==> config.mk <==
export PLATFORM = sky130hd
export DESIGN_NAME = capture_ctrl_flat
export DESIGN_NICKNAME = d
export VERILOG_FILES = /design/src/rtl/capture_ctrl_if.sv /design/src/rtl/capture_ctrl.sv /design/src/flat_wrapper.sv
export SDC_FILE = /design/constraint.sdc
export NUM_CORES = 1
export LEC_CHECK = 0
export ABC_AREA = 1
export ABC_CLOCK_PERIOD_IN_PS = 2100
export CAP_MARGIN = 20
export CORE_MARGIN = 2
export CORE_UTILIZATION = 40
export CTS_CLUSTER_SIZE = 12
export DETAILED_ROUTE_END_ITERATION = 8
export GPL_ROUTABILITY_DRIVEN = 0
export HOLD_SLACK_MARGIN = 0.08
export PLACE_DENSITY = 0.61
export SETUP_SLACK_MARGIN = 0.05
export SLEW_MARGIN = 0
export SYNTH_ARGS = -nofsm -noshare
export SYNTH_HDL_FRONTEND = slang
export SYNTH_SLANG_ARGS = --single-unit
==> constraint.sdc <==
create_clock -name clk -period 2.1 [get_ports clk]
set_input_delay 0.315 -clock clk [delete_from_list [all_inputs] [get_ports clk]]
set_output_delay 0.315 -clock clk [all_outputs]
set_load 0.005 [all_outputs]
==> src/rtl/capture_ctrl_if.sv <==
// capture_ctrl_if: the command and trace-RAM signal bundle of the capture sequencer.
//
// Parameters
//   AW          trace RAM address width
//
// Command side (driven by the command layer / sample path)
//   arm         one-cycle pulse: start a new capture
//   abort       one-cycle pulse: stop the capture and return to idle
//   smpl_en     one strobe per decimated sample
//   trig        trigger event pulse from the trigger detector
//   trig_pos    post-trigger sample count, latched on arm
//   clr_done    pulse after the dump of a frozen buffer has finished
//
// RAM / status side (driven by capture_ctrl)
//   we          capture owns the RAM
//   cap_en      RAM write enable for this cycle
//   cap_addr    RAM write address
//   trace_end   address of the last post-trigger write
//   armed       trigger is accepted from now on
//   triggered   trigger seen, post-fill in progress
//   capture_done buffer frozen and valid
//
// Modports: master is the command/RAM side, slave is capture_ctrl.
interface capture_ctrl_if #(
   parameter int unsigned AW = 9
);
   logic          arm;
   logic          abort;
   logic          smpl_en;
   logic          trig;
   logic [AW-1:0] trig_pos;
   logic          clr_done;

   logic          we;
   logic          cap_en;
   logic [AW-1:0] cap_addr;
   logic [AW-1:0] trace_end;
   logic          armed;
   logic          triggered;
   logic          capture_done;

   modport master (
      output arm, abort, smpl_en, trig, trig_pos, clr_done,
      input  we, cap_en, cap_addr, trace_end, armed, triggered, capture_done
   );

   modport slave (
      input  arm, abort, smpl_en, trig, trig_pos, clr_done,
      output we, cap_en, cap_addr, trace_end, armed, triggered, capture_done
   );
endinterface

==> src/rtl/capture_ctrl.sv <==
// capture_ctrl: acquisition sequencer for the 3-channel trace RAM.
//
// Runs a circular write pointer gated by the sample strobe, enforces a pre-trigger fill so the
// whole buffer holds valid data, counts post-trigger samples and then freezes the buffer,
// publishing the address of the last write as trace_end. The oldest sample of a frozen trace
// sits at trace_end + 1 (mod DEPTH).
//
// Parameters
//   DEPTH       trace RAM entries per channel (power of 2, at least 4)
//   AW          address width, $clog2(DEPTH)
//
// Ports
//   clk         system clock
//   rst         asynchronous, active-high reset
//   bus         capture_ctrl_if slave modport (command inputs, RAM control and status outputs)
module capture_ctrl #(
   parameter int unsigned DEPTH = 512,
   parameter int unsigned AW    = $clog2(DEPTH)
) (
   input logic           clk,
   input logic           rst,
   capture_ctrl_if.slave bus
);

   // Pre-fill counter needs one extra bit so it can saturate at DEPTH itself.
   localparam int unsigned CW = AW + 1;
   localparam logic [CW-1:0] DepthC = CW'(DEPTH);

   typedef enum logic [2:0] {
      StIdle,
      StPreFill,
      StArmed,
      StPost,
      StDone
   } state_e;

   state_e        state_q;
   logic [AW-1:0] wptr_q;
   logic [AW-1:0] tp_q;
   logic [AW-1:0] post_cnt_q;
   logic [AW-1:0] trace_end_q;
   logic [CW-1:0] pre_cnt_q;
   logic          we_q;
   logic          armed_q;
   logic          triggered_q;
   logic          done_q;

   logic          wr;
   logic [AW-1:0] wptr_inc;
   logic [CW-1:0] pre_cnt_inc;
   logic [CW-1:0] pre_goal;
   logic [AW-1:0] tp_arm;
   logic          last_post;

   always_comb begin
      // we_q is high exactly in PRE_FILL/ARMED/POST, so it doubles as the write gate.
      wr          = bus.smpl_en & we_q;
      // DEPTH is a power of two: the natural AW-bit wrap is the circular wrap.
      wptr_inc    = wptr_q + 1'b1;
      pre_cnt_inc = (pre_cnt_q == DepthC) ? pre_cnt_q : pre_cnt_q + 1'b1;
      // Pre-trigger writes needed so that pre + post writes cover the whole buffer.
      pre_goal    = DepthC - {1'b0, tp_q};
      // A post-trigger count of zero still captures the sample after the trigger.
      tp_arm      = (bus.trig_pos == '0) ? AW'(1) : bus.trig_pos;
      last_post   = (post_cnt_q == tp_q - 1'b1);
   end

   always_ff @(posedge clk or posedge rst) begin
      if (rst) begin
         state_q     <= StIdle;
         wptr_q      <= '0;
         tp_q        <= '0;
         post_cnt_q  <= '0;
         trace_end_q <= '0;
         pre_cnt_q   <= '0;
         we_q        <= 1'b0;
         armed_q     <= 1'b0;
         triggered_q <= 1'b0;
         done_q      <= 1'b0;
      end else if (bus.abort) begin
         // trace_end deliberately held: only a completed capture may move it.
         state_q     <= StIdle;
         we_q        <= 1'b0;
         armed_q     <= 1'b0;
         triggered_q <= 1'b0;
         done_q      <= 1'b0;
      end else if (bus.arm) begin
         // Arm restarts from any state and outranks a coincident trigger.
         state_q     <= StPreFill;
         tp_q        <= tp_arm;
         wptr_q      <= '0;
         pre_cnt_q   <= '0;
         post_cnt_q  <= '0;
         we_q        <= 1'b1;
         armed_q     <= 1'b0;
         triggered_q <= 1'b0;
         done_q      <= 1'b0;
      end else begin
         if (wr) begin
            wptr_q    <= wptr_inc;
            pre_cnt_q <= pre_cnt_inc;
         end
         case (state_q)
            StIdle: begin
            end
            StPreFill: begin
               // Triggers are ignored until the pre-trigger portion is filled.
               if (wr && (pre_cnt_inc >= pre_goal)) begin
                  state_q <= StArmed;
                  armed_q <= 1'b1;
               end
            end
            StArmed: begin
               // A write in the trigger cycle is still a pre-trigger sample.
               if (bus.trig) begin
                  state_q     <= StPost;
                  post_cnt_q  <= '0;
                  armed_q     <= 1'b0;
                  triggered_q <= 1'b1;
               end
            end
            StPost: begin
               if (wr) begin
                  if (last_post) begin
                     trace_end_q <= wptr_q;
                     done_q      <= 1'b1;
                     state_q     <= StDone;
                     we_q        <= 1'b0;
                     triggered_q <= 1'b0;
                  end else begin
                     post_cnt_q <= post_cnt_q + 1'b1;
                  end
               end
            end
            StDone: begin
               if (bus.clr_done) begin
                  state_q <= StIdle;
                  done_q  <= 1'b0;
               end
            end
            default: begin
               state_q     <= StIdle;
               we_q        <= 1'b0;
               armed_q     <= 1'b0;
               triggered_q <= 1'b0;
               done_q      <= 1'b0;
            end
         endcase
      end
   end

   assign bus.we           = we_q;
   assign bus.cap_en       = wr;
   assign bus.cap_addr     = wptr_q;
   assign bus.trace_end    = trace_end_q;
   assign bus.armed        = armed_q;
   assign bus.triggered    = triggered_q;
   assign bus.capture_done = done_q;

endmodule

==> src/flat_wrapper.sv <==
// flat-port wrapper written by rule: the top's interface ports become plain ports
module capture_ctrl_flat 
#(
   parameter int unsigned DEPTH = 512,
   parameter int unsigned AW    = $clog2(DEPTH)
)
  (clk, rst, bus_arm, bus_abort, bus_smpl_en, bus_trig, bus_trig_pos, bus_clr_done, bus_we, bus_cap_en, bus_cap_addr, bus_trace_end, bus_armed, bus_triggered, bus_capture_done);
  capture_ctrl_if #(.AW(AW)) bus_i ();
  input logic clk;
  input logic rst;
  input wire logic [$bits(bus_i.arm)-1:0] bus_arm;
  input wire logic [$bits(bus_i.abort)-1:0] bus_abort;
  input wire logic [$bits(bus_i.smpl_en)-1:0] bus_smpl_en;
  input wire logic [$bits(bus_i.trig)-1:0] bus_trig;
  input wire logic [$bits(bus_i.trig_pos)-1:0] bus_trig_pos;
  input wire logic [$bits(bus_i.clr_done)-1:0] bus_clr_done;
  output wire logic [$bits(bus_i.we)-1:0] bus_we;
  output wire logic [$bits(bus_i.cap_en)-1:0] bus_cap_en;
  output wire logic [$bits(bus_i.cap_addr)-1:0] bus_cap_addr;
  output wire logic [$bits(bus_i.trace_end)-1:0] bus_trace_end;
  output wire logic [$bits(bus_i.armed)-1:0] bus_armed;
  output wire logic [$bits(bus_i.triggered)-1:0] bus_triggered;
  output wire logic [$bits(bus_i.capture_done)-1:0] bus_capture_done;
  assign bus_i.arm = bus_arm;
  assign bus_i.abort = bus_abort;
  assign bus_i.smpl_en = bus_smpl_en;
  assign bus_i.trig = bus_trig;
  assign bus_i.trig_pos = bus_trig_pos;
  assign bus_i.clr_done = bus_clr_done;
  assign bus_we = bus_i.we;
  assign bus_cap_en = bus_i.cap_en;
  assign bus_cap_addr = bus_i.cap_addr;
  assign bus_trace_end = bus_i.trace_end;
  assign bus_armed = bus_i.armed;
  assign bus_triggered = bus_i.triggered;
  assign bus_capture_done = bus_i.capture_done;
  capture_ctrl #(.DEPTH(DEPTH), .AW(AW)) u_core (.clk(clk), .rst(rst), .bus(bus_i));
endmodule
==> qor.tcl, run 1 <==
set qor(fin_ws_ns) -0.388
set qor(cts.clk_slew.worst_paths_ns) 0.10
set qor(cts.path.max_buffers) 2
set qor(die_y_um) 96.5
set qor(critical_path.cell_chain) {inv_1 > ha_1 > nand2_1 > nor2_1 > nand4_1 > nand2_1 > nand2_1 > nand2_1 > inv_1 > ha_1 > nand2_1 > nor2_1 > nand4_1 > nand4_1 > nand2_2 > nand2_4 > nand3_2 > nand2_1 > nand2_1}
set qor(global_route.usage.total_pct) 19.6
set qor(final-max-slew-violation-count) 0
set qor(syn-num-nets) 473
set qor(latest_clock_arrival_within_the_worst_skew_pair_ns) 0.32
set qor(chipWidth_um) 96.5
set qor(synth_compound_gate_area_share_pct) 10.9
set qor(min_period_over_period_pct) 118
set qor(placement.setup.worst_slack_ns) -0.473
set qor(remaining_max_slew_budget_at_the_tightest_pin_pct) 45.5
set qor(critical_path.n_buffers_inverters) 2
set qor(placementRows) 33
set qor(crit_path_end_kind) {flop}
set qor(synth.area.mux_share_pct) 0
set qor(dominant_combinational_cell_family_by_area_after_synthesis) {simple AND/OR/NAND/NOR gates}
set qor(synth_ff_type) {dfrtp_1}
set qor(hpwl_mm) 6.57
set qor(synth_simple_gate_area_share_pct) 31.2
set qor(synth.cells.most_frequent) {nand2_1, inv_1, dfrtp_1}
set qor(power_leakage_nw) 2.27
set qor(failing_checks) {negative setup slack}
set qor(first_pass_iters) 4
set qor(outcome) {finished, violations left}
set qor(worst-setup-path-type) {reg -> reg}
set qor(min_tclk_post_route_ns) 2.49
set qor(synth_edf_count) 0
set qor(timing.critical_path.slowest_cell_delay_ns) 0.40
set qor(grt_antenna_before_repair) 0
set qor(grt_first_pass_wirelength_mm) 14.2
set qor(start_util_pct) 41.5
set qor(unrepaired_setup_endpoints_after_global_routing) {true}
set qor(power.ir.vdd_worst_v) 0.000302
set qor(finish.net_count) 575
set qor(post_synth_main_area_contributors) {dfrtp_1, nand2_1, inv_1}
set qor(critical_path_cell_count) 19
set qor(final_layout_size_suffix_gt1_share_pct) 31.9
set qor(tritoncts_clock_tree) {done}
set qor(clock-root-buffer) {clkbuf_8}
set qor(report.final.hold_viol_count) 0
set qor(cts_made_buffers) 5
set qor(drt.antenna.violating_nets) 0
set qor(via_to_cell_ratio) 4.96
set qor(mappedNetlistArea_sq_um) 3420
set qor(global_route_congestion_overflow_total) 0
set qor(synthToLayoutAreaGrowth_pct) 41.6
set qor(worst_ep_required_time_ns) 2.32
set qor(timing.setup.tns_ns) -1.51
set qor(wl_per_cell_um) 13.8
set qor(critical-path-slowest-cell) {dfrtp_1}
set qor(yosys.area_share.adder_pct) 5.48
set qor(syn-instance-count) 442
set qor(num_io_pins) 39
set qor(synth.ff_latch_count) 53
set qor(grt_pass1_vias) 3106
set qor(cap_violations) 0
set qor(placement.io_buffers) 38
set qor(worst_reg_to_reg_setup_slack_ns) -0.39
set qor(total_die_area_sq_um) 9310
set qor(crit_path_frequent_cell) {nand2_1}
set qor(finalSetupViolations) 12
set qor(drt_first_iter_violations) 140
set qor(grt_max_degree) 22
set qor(ys.warnings.count) 0
set qor(drcViolationCount) 0
set qor(worst_hold_path_type) {in -> async}
set qor(core_region_area_sq_um) 8260
set qor(worst_slew_pin_slew_ns) 0.812
set qor(timing.critical_path.max_delay_family) {simple AND/OR/NAND/NOR gates}
set qor(num-fill-cells) 764
set qor(netlist-cell-type-count) 40
set qor(multiInputGateArea_sq_um) 2150
set qor(yosysTopAreaCellShare_pct) 38.7
set qor(synth-xor-area-share_pct) 4.75
set qor(fmax_ghz) 0.402
set qor(avgSynthCellArea_sq_um) 7.74
set qor(number_of_antenna_repair_diodes) 0
set qor(netlist.top_cell.by_area) {dfrtp_1}
set qor(vias) 3227
set qor(htree_num_levels) 2
set qor(drt-total-wl_mm) 8.95
set qor(total_power_w) 0.00246
set qor(synth_sequential_area_ratio_pct) 38.7
set qor(tritoncts_num_sinks) 53
set qor(cp_data_arrival_time_ns) 2.70
set qor(synthArstFlopShare_pct) 100
set qor(reg2regPathDepth) 19
set qor(critPathMaxFanout) 4
set qor(worst_clock_skew_ns) 0.00538
set qor(register_area_sq_um) 1330
set qor(worst_setup_sp_type) {flop}
set qor(yosysMostFrequentCell) {nand2_1}
set qor(power.density_nw_per_um2) 509
layout by cell type, fill, tap and decap left out, types with 13 or more instances in the layout:
cell type / instances
nand2_1: 79
inv_1: 58
buf_4: 58
dfrtp_1: 53
clkdlybuf4s50_1: 38
nor2_1: 31
nand2_2: 23
o21ai_0: 17
nor3_1: 16
nand3_1: 14
o21ai_2: 13
routing by layer:
| metal | track usage (%) | part of all wire (%) |
|---|---|---|
| met1 | 24.7 | 44 |
| met2 | 34.8 | 50 |
| met3 | 2.72 | 3.5 |
| met4 | 6.34 | 1.9 |
| met5 | 0 | 0 |
report_power, final:
part / total, W / internal, W / switching, W
clock: 0.000738 / 0.000358 / 0.000380
sequential: 0.00109 / 0.00105 / 0.0000346
combinational: 0.000639 / 0.000285 / 0.000354
total: 0.00246 / 0.00170 / 0.000768
final timing paths:
kind / from / end
setup / recovery: u_core.pre_cnt_q[0] / u_core.state_q[0]
setup reg to reg: u_core.pre_cnt_q[0] / u_core.state_q[0]
min in group clk: u_core.bus.triggered / u_core.bus.triggered
max in group asynchronous: rst / u_core.bus.trace_end[8]
hold reg to reg: u_core.bus.triggered / u_core.bus.triggered
hold / removal: rst / u_core.bus.triggered
final cells by class:
class | instances | area share (%)
tap | 105 | 2.71
clock buffer | 5 | 1.42
inverter | 69 | 5.50
timing repair buffer | 99 | 17.7
clock inverter | 3 | 0.955
multi-input combinational | 316 | 44.3
sequential | 53 | 27.4
metrics by stage:
stage | instances | area (sq um) | hold slack (ns) | utilization [%]
3_5_place_dp | 635 | 4330 | 0.468 | 52.4
3_3_place_gp | 635 | 4330 | 0.456 | 52.4
4_1_cts | 644 | 4530 | 0.246 | 54.9
5_1_grt | 650 | 4850 | 0.274 | 58.7
6_report | 650 | 4850 | 0.246 | 58.7
2_1_floorplan | 442 | 3430 | 0.432 | -
cell families (layout without fill, tap and decap cells):
kind of cell | Yosys count | after routing
compound gates | 59 | 59
xor+xnor | 15 | 15
flops | 53 | 53
simple gates | 225 | 227
buf+inv | 75 | 176
fa+ha+maj | 15 | 15
registers in the layout, summed over array words and instances, names as in the netlist:
signal                   count
u_core.bus.triggered         1
u_core.tp_q                  9
u_core.bus.cap_addr          9
u_core.bus.capture_done      1
u_core.pre_cnt_q            10
u_core.state_q               3
u_core.bus.trace_end         9
u_core.bus.armed             1
u_core.post_cnt_q            9
u_core.bus.we                1
repair_timing:
item / in CTS / in global routing
gates cloned: 0 / 2
hold buffers: 0 / 0
endpoints found under the setup margin: 24 / 25
pin swaps: 10 / 24
gates resized for setup: 19 / 67
buffers inserted: 1 / 4
Note: power is estimated with default switching activity, not from simulation.
==> run 2: changes to the inputs <==
- ABC_CLOCK_PERIOD_IN_PS: 2100 -> default
==> results of run 2 <==
Final layout, timing and power as in run 1 (identical DEF).
==> run 3: changes to the inputs <==
- ABC_CLOCK_PERIOD_IN_PS: default -> 2100
==> results of run 3 <==
Final layout, timing and power as in run 1 (identical DEF).
